### src/rtl/z88_bus_sched.sv
// Z88-style shared memory bus scheduler: Z80 owns phases 10/11, the video slot
// (phases 00/01) is granted to the screen, the aux master, or left idle.
//
//   grant    | meaning
//   OWN_Z80  | Z80 slot (phases 10/11, never registered)
//   OWN_SCR  | screen fetch holds the video slot
//   OWN_AUX  | aux access in phase 00, ack in phase 01
//   OWN_IDLE | video slot unused
module z88_bus_sched #(
    parameter int STARVE = 7
) (
    input  logic        mck,
    input  logic        rin,
    input  logic        lcdon,
    output logic [1:0]  clkcnt,
    input  logic [21:0] z_a,
    input  logic        z_mreq,
    input  logic        z_we,
    input  logic [7:0]  z_do,
    input  logic        s_req,
    input  logic [21:0] s_a,
    input  logic        a_req,
    input  logic [21:0] a_a,
    input  logic        a_we,
    input  logic [7:0]  a_do,
    input  logic [7:0]  cdi,
    output logic [21:0] va,
    output logic [7:0]  cdo,
    output logic        we,
    output logic [1:0]  owner,
    output logic        s_gnt,
    output logic        a_ack,
    output logic [7:0]  a_di
);

    typedef enum logic [1:0] {
        OWN_Z80  = 2'b00,
        OWN_SCR  = 2'b01,
        OWN_AUX  = 2'b10,
        OWN_IDLE = 2'b11
    } owner_t;

    localparam logic [3:0] STARVE_LIM = 4'(STARVE);

    logic [1:0] r_clkcnt;
    owner_t     r_grant;
    owner_t     w_grant_nxt;
    owner_t     w_owner;
    logic [3:0] r_starve;
    logic [3:0] w_starve_nxt;
    logic       r_ack;
    logic [7:0] r_adi;
    logic       w_decide;
    logic       w_aux_ph0;

    assign w_decide  = (r_clkcnt == 2'b11);
    assign w_owner   = r_clkcnt[1] ? OWN_Z80 : r_grant;
    assign w_aux_ph0 = (r_clkcnt == 2'b00) && (r_grant == OWN_AUX);

    always_ff @(posedge mck or posedge rin) begin
        if (rin) begin
            r_clkcnt <= 2'b00;
            r_grant  <= OWN_IDLE;
            r_starve <= 4'd0;
            r_ack    <= 1'b0;
            r_adi    <= 8'h00;
        end else begin
            r_clkcnt <= r_clkcnt + 2'd1;
            r_grant  <= w_grant_nxt;
            r_starve <= w_starve_nxt;
            r_ack    <= w_aux_ph0;
            if (w_aux_ph0 && !a_we)
                r_adi <= cdi;
        end
    end

    // Screen has priority unless aux has already waited STARVE slots.
    always_comb begin
        w_grant_nxt  = r_grant;
        w_starve_nxt = r_starve;
        if (w_decide) begin
            if (s_req && lcdon && !(a_req && (r_starve == STARVE_LIM))) begin
                w_grant_nxt = OWN_SCR;
                if (!a_req)
                    w_starve_nxt = 4'd0;
                else if (r_starve != STARVE_LIM)
                    w_starve_nxt = r_starve + 4'd1;
            end else if (a_req) begin
                w_grant_nxt  = OWN_AUX;
                w_starve_nxt = 4'd0;
            end else begin
                w_grant_nxt  = OWN_IDLE;
                w_starve_nxt = 4'd0;
            end
        end
    end

    always_comb begin
        we  = 1'b0;
        cdo = 8'h00;
        if ((r_clkcnt == 2'b11) && z_mreq && z_we) begin
            we  = 1'b1;
            cdo = z_do;
        end else if (w_aux_ph0 && a_we) begin
            we  = 1'b1;
            cdo = a_do;
        end
    end

    always_comb begin
        case (w_owner)
            OWN_Z80: va = z_a;
            OWN_SCR: va = s_a;
            OWN_AUX: va = a_a;
            default: va = 22'd0;
        endcase
    end

    assign clkcnt = r_clkcnt;
    assign owner  = w_owner;
    assign s_gnt  = (w_owner == OWN_SCR);
    assign a_ack  = r_ack;
    assign a_di   = r_adi;

endmodule
### config.mk
export PLATFORM = sky130hd
export DESIGN_NAME = z88_bus_sched
export DESIGN_NICKNAME = d
export VERILOG_FILES = /design/src/rtl/z88_bus_sched.sv
export SDC_FILE = /design/constraint.sdc
export NUM_CORES = 1
export LEC_CHECK = 0
export BUFFER_PORTS_ARGS = -buffer_cell sky130_fd_sc_hd__buf_4
export CORE_ASPECT_RATIO = 1.5
export CORE_MARGIN = 2
export CORE_UTILIZATION = 30
export CTS_BUF_LIST = sky130_fd_sc_hd__clkbuf_4
export CTS_CLUSTER_SIZE = 16
export DETAILED_ROUTE_END_ITERATION = 10
export PLACE_DENSITY = 0.72
export SLEW_MARGIN = 10
export SYNTH_ARGS = -nofsm -noshare
export SYNTH_HDL_FRONTEND = slang
export SYNTH_SLANG_ARGS = --single-unit
### constraint.sdc
create_clock -name mck -period 2.4 [get_ports mck]
set_clock_uncertainty 0.2 [all_clocks]
set_input_delay 0.48 -clock mck [delete_from_list [all_inputs] [get_ports mck]]
set_output_delay 0.48 -clock mck [all_outputs]
set_load 0.02 [all_outputs]
* Yosys cells after proc, flatten, opt, wreduce, memory -nomap -nowiden *
Index checks and enable logic that the tools add are counted.

cells by class
  add/sub/neg operators = 2
  equality and inequality tests = 7
  mux-type cells = 11
  reduce and logical (&&, ||, !) cells = 13

operators by type and width
  operator                                        count
  one-hot mux 22 bit (3 select lines)             1
  2-to-1 mux 8 bit                                2
  2-to-1 mux 4 bit                                3
  logical AND 1 bit                               8
  == test 2 bit (second input constant)           3
  adder 4 x 1 -> 4 bit (second input constant)    1
  == test 4 x 3 -> 1 bit (second input constant)  1
  logical NOT 2 bit                               2
  2-to-1 mux 2 bit                                2
  != test 4 x 3 -> 1 bit (second input constant)  1
  2-to-1 mux 1 bit                                3
  != test 3 x 2 -> 1 bit (second input constant)  1
  adder 2 x 1 -> 2 bit (second input constant)    1
  == test 2 x 1 -> 1 bit (second input constant)  1
  logical NOT 1 bit                               2
  AND reduction 2 bit                             1

storage, ports and cells
  flip-flop bits (word level) = 17
  output and inout bits = 45

* Longest topological paths before layout *
  depth after elaboration = 6
  mapped depth = 7

* Worst setup path after synthesis *
Ideal clock, no wire load.

  path type = reg-to-output
  start = register r_clkcnt[1], in the netlist clkcnt[1]
  end = output va[10]
  arrival time = 1.711 ns
  data required time = 1.720 ns
  slack = 0.009 ns
  stages on the path, launching flop included = 6
  buffers on the path = 2
  cells stage by stage = dfrtp_1 -> buf_2 -> and2b_1 -> buf_2 -> a21oi_1 -> o21ai_0

on the way
  word-level cells in the longest chain between the ends = 3
  elaborated cells on any way between the ends = 5
  those cells by class = eq/ne (2); mux (2); reduce/logical (1)

ends and longest elaborated chain
  element                                RTL line  text
  start, declared                        45        logic [1:0] r_clkcnt;
  start signal, assigned                 68        r_clkcnt <= r_clkcnt + 2'd1;
  2-to-1 mux 2 bit *                     57        assign w_owner = r_clkcnt[1] ? OWN_Z80 : r_grant;
  net owner[1]                           30        output logic [1:0] owner,
  == test 2 bit (tied with other cells)  111       case (w_owner)
  one-hot mux 22 bit (3 select lines) *  111
  end, declared                          27        output logic [21:0] va,

Mark *: on every way through the listed nets, which the timed path passes. The rest lies on a longest branch.

* Worst setup path after layout *
  start = register r_grant[1]
  end = output va[20]

on the way
  word-level cells in the longest chain between the ends = 3
  elaborated cells on any way between the ends = 5
  those cells by class = eq/ne (2); mux (2); reduce/logical (1)

ends and longest elaborated chain
  element                                RTL line  text
  start, declared                        46        owner_t r_grant;
  start signal, assigned                 69        r_grant <= w_grant_nxt;
  2-to-1 mux 2 bit *                     57
  == test 2 bit (tied with other cells)  111
  one-hot mux 22 bit (3 select lines) *  111

Mark *: on every way between the ends. The rest lies on a longest branch, timed or not.

==> impl_metrics.env <==
export IMPL_status="complete, no violations"
export IMPL_regToRegSetupSlack_ns=0.62
export IMPL_cellPowerDensity_nw_per_um2=334.1
export IMPL_grt_pass1_wl_mm=7.845
export IMPL_switching_power_uw=308.7
export IMPL_timing_rr_start="r_grant[1]$_DFFE_PP1N_"
export IMPL_core_area_um2=4579
export IMPL_gr_usage_met3_pct=3.039
export IMPL_die_h_um=89.01
export IMPL_seq_area_frac_synth_pct=29.61
export IMPL_cts_root_buffer="clkbuf_4"
export IMPL_die_w_um=60.67
export IMPL_io_buffers=142
export IMPL_vias=1914
export IMPL_clk_latency_ns=0.29
export IMPL_slew_headroom_pct=56.14
export IMPL_synth_area_leaders="dfrtp_1 26%, a22oi_1 11%, nor2b_1 10%"
export IMPL_rsz0062_at_grt="true"
export IMPL_cts_sinks=17
export IMPL_area_growth_syn_to_layout_pct=97.32
export IMPL_clk_pin_slew_ns=0.10
export IMPL_tightest_slew_ns=0.6572
export IMPL_hold_viol=0
export IMPL_regToRegEndpoint="a_di[6]$_DFFE_PP0P_"
export IMPL_dp_final_hpwl_mm=4.371
export IMPL_post_route_period_util_pct=99.88
export IMPL_start_kind="flip-flop"
export IMPL_fin_area_um2=2851
export IMPL_initial_core_util_pct=31.56
export IMPL_first_global_vias=1637
export IMPL_fp_dieArea_um2=5400
export IMPL_cp_end_kind="output port"
export IMPL_crit_required_ns=1.72
export IMPL_ios=143
export IMPL_grt_use_met1_pct=22.61
export IMPL_ys_types=31
export IMPL_hp_class="input port to async pin"
export IMPL_grt_max_degree=24
export IMPL_antenna_found_initial=0
export IMPL_final_max_slew_viol_count=0
export IMPL_cp_arrival_ns=1.72
export IMPL_layout_nets=426
export IMPL_dpl_cell_count=374
export IMPL_stdcell_count=387
export IMPL_drt_iter0_drc=105
export IMPL_cts_tree="built"
export IMPL_num_rows=30
export IMPL_p_sw_share_pct=32.40
export IMPL_period_needed_ns=2.397
export IMPL_h_tree_depth=1
export IMPL_place_area_um2=2611
export IMPL_critPathMaxFanout=7
export IMPL_clkPwrFrac_pct=17.3
export IMPL_route_detailed_drc=0
export IMPL_power_ir_vdd_worst_mv=0.4020
export IMPL_yosysTopAreaCellShare_pct=25.97
export IMPL_dr_pass1_iters=4
export IMPL_synth_area_per_cell_um2=8.305
export IMPL_wl_per_cell_um=15.19
export IMPL_p_seq_share_pct=35.0
export IMPL_setup_viol=0
export IMPL_leakagePower_nw=1.346
export IMPL_holdBufCountCts=0
export IMPL_r2r_cells=3
export IMPL_ys_warn_count=0
export IMPL_final_layout_size_suffix_gt1_share_pct=57.89
export IMPL_antenna_cells=0
export IMPL_yosysTopAreaCell="dfrtp_1"
export IMPL_ys_ff_latch=17
export IMPL_fill_cells=433
export IMPL_cts_buffers=3
export IMPL_vias_per_cell=4.946
export IMPL_netlist_area_um2=1445
export IMPL_cap_viol_max_count=0
export IMPL_overflow=0
export IMPL_globalplace_congestion=0.7536
export IMPL_busiest_layer="met2"
export IMPL_p_int_uw=644.1
export IMPL_syn_inst=174
export IMPL_clk_path_buf_depth=2
export IMPL_fin_util_pct=62.27
export IMPL_fmax_mhz=417.2
export IMPL_combPwrFrac_pct=47.7
export IMPL_grt_usage_pct=18.53
export IMPL_drt_total_wl_mm=5.877
export IMPL_grt_use_met2_pct=33.92
export IMPL_drtAntennaViolNets=0
export IMPL_criticalPathCategory="flip-flop to output port"
export IMPL_synth_nets=276
## worst max path at each step
stage	start	to	slack, ns	cells past startpoint
floorplan	clkcnt[1]$_DFF_PP0_	va[10]	0.009	5
global placement	clkcnt[0]$_DFF_PP0_	cdo[3]	0.21	5
detailed placement	clkcnt[0]$_DFF_PP0_	cdo[0]	0.14	5
CTS	clkcnt[0]$_DFF_PP0_	cdo[0]	0.006	6
global route	clkcnt[1]$_DFF_PP0_	va[20]	-0.07	6
finish	r_grant[1]$_DFFE_PP1N_	va[20]	0.003	5
## cell families after synthesis
logic type / synth area share [%]
buffers and inverters: 5.021
and+or+nand+nor: 20.52
DFF: 29.61
adders and majority gates: 3.463
muxes: 6.234
AOI/OAI and AO/OA: 35.15
## metal layers
metal | up-vias | share of wire (%)
met1 | 881 | 37
li1 | 949 | -
met5 | - | 0
met4 | 0 | 0.39
met2 | 82 | 54
met3 | 2 | 8.0
## area by class of cell
cell class                 count  area (um2)  share of cell area [%]
clock buffer                   4       30.03                   1.053
tap                           64       80.08                   2.808
timing repair buffer         158        1296                   45.46
inverter                       4       15.01                  0.5265
sequential                    17       427.9                   15.01
multi-input combinational    140        1002                   35.15
## Yosys cell counts (all sizes together)
| cell | instances |
|---|---|
| buf | 7 |
| nand3 | 2 |
| nor3b | 1 |
| nor3 | 2 |
| and2b | 1 |
| mux2 | 8 |
| nand2b | 4 |
| nand2 | 3 |
| nor2 | 4 |
| dfrtp | 15 |
| inv | 4 |
| a41oi | 1 |
| a21oi | 22 |
| dfstp | 2 |
| a21o | 1 |
| nand3b | 2 |
| clkbuf | 6 |
| o2bb2ai | 1 |
| nand4b | 2 |
| nor2b | 23 |
| a22oi | 22 |
| a22o | 8 |
| o22ai | 1 |
| ha | 4 |
| and3 | 2 |
| a31oi | 1 |
| o21ai | 25 |
## stage by stage
stage	setup TNS, ns	setup slack, ns	hold WS (ns)	total power [mW]
CTS	0	0.005969	0.08147	0.9326
global route	-0.9688	-0.06556	0.1197	1.002
finish	0	0.002911	0.07623	0.9528
global placement	0	0.2103	0.2902	0.7614
floorplan	0	0.009344	0.2046	0.5159
detailed placement	0	0.1363	0.2980	0.7664
## flip-flops by register name, indices dropped and copies added (netlist names)
signal    cells
a_ack         1
a_di          8
clkcnt        2
r_grant       2
r_starve      4
## critical path, cell delays in order, from the launching register on
cell       delay [ns]
dfstp_2          0.63
and2b_4          0.25
clkbuf_16        0.17
a21oi_2          0.05
o21ai_1          0.16
buf_4            0.17
## cells in the final DEF, fill, tap and decap left out, types with 3 or more instances in the layout
master    synthesis  final
buf_4             0    143
nor2_1            3      3
a22o_1            8      8
a22oi_1          22     22
buf_6             0     10
a21oi_1          22     16
a21oi_2           0      5
clkbuf_4          0      4
o21ai_0          20      4
buf_12            0      3
mux2_2            8      8
inv_1             4      3
o21ai_1           5     21
nor2b_1          23     23
dfrtp_1          15     15
nand2b_1          4      4
## repair_timing
action,CTS,global route
pin swaps,2,22
hold endpoints to repair,0,0
buffers inserted,0,6
setup endpoints to repair,21,30
resized for setup,6,35
gates cloned,0,3
## power by group through the flow
stage	clock [mW]	sequential (mW)	combinational, mW
2_1_floorplan	0	0.373	0.143
3_3_place_gp	0	0.338	0.423
4_1_cts	0.170	0.334	0.429
5_1_grt	0.183	0.337	0.483
3_5_place_dp	0	0.339	0.427
6_report	0.165	0.333	0.454
Power figures use the tool's default switching activity.
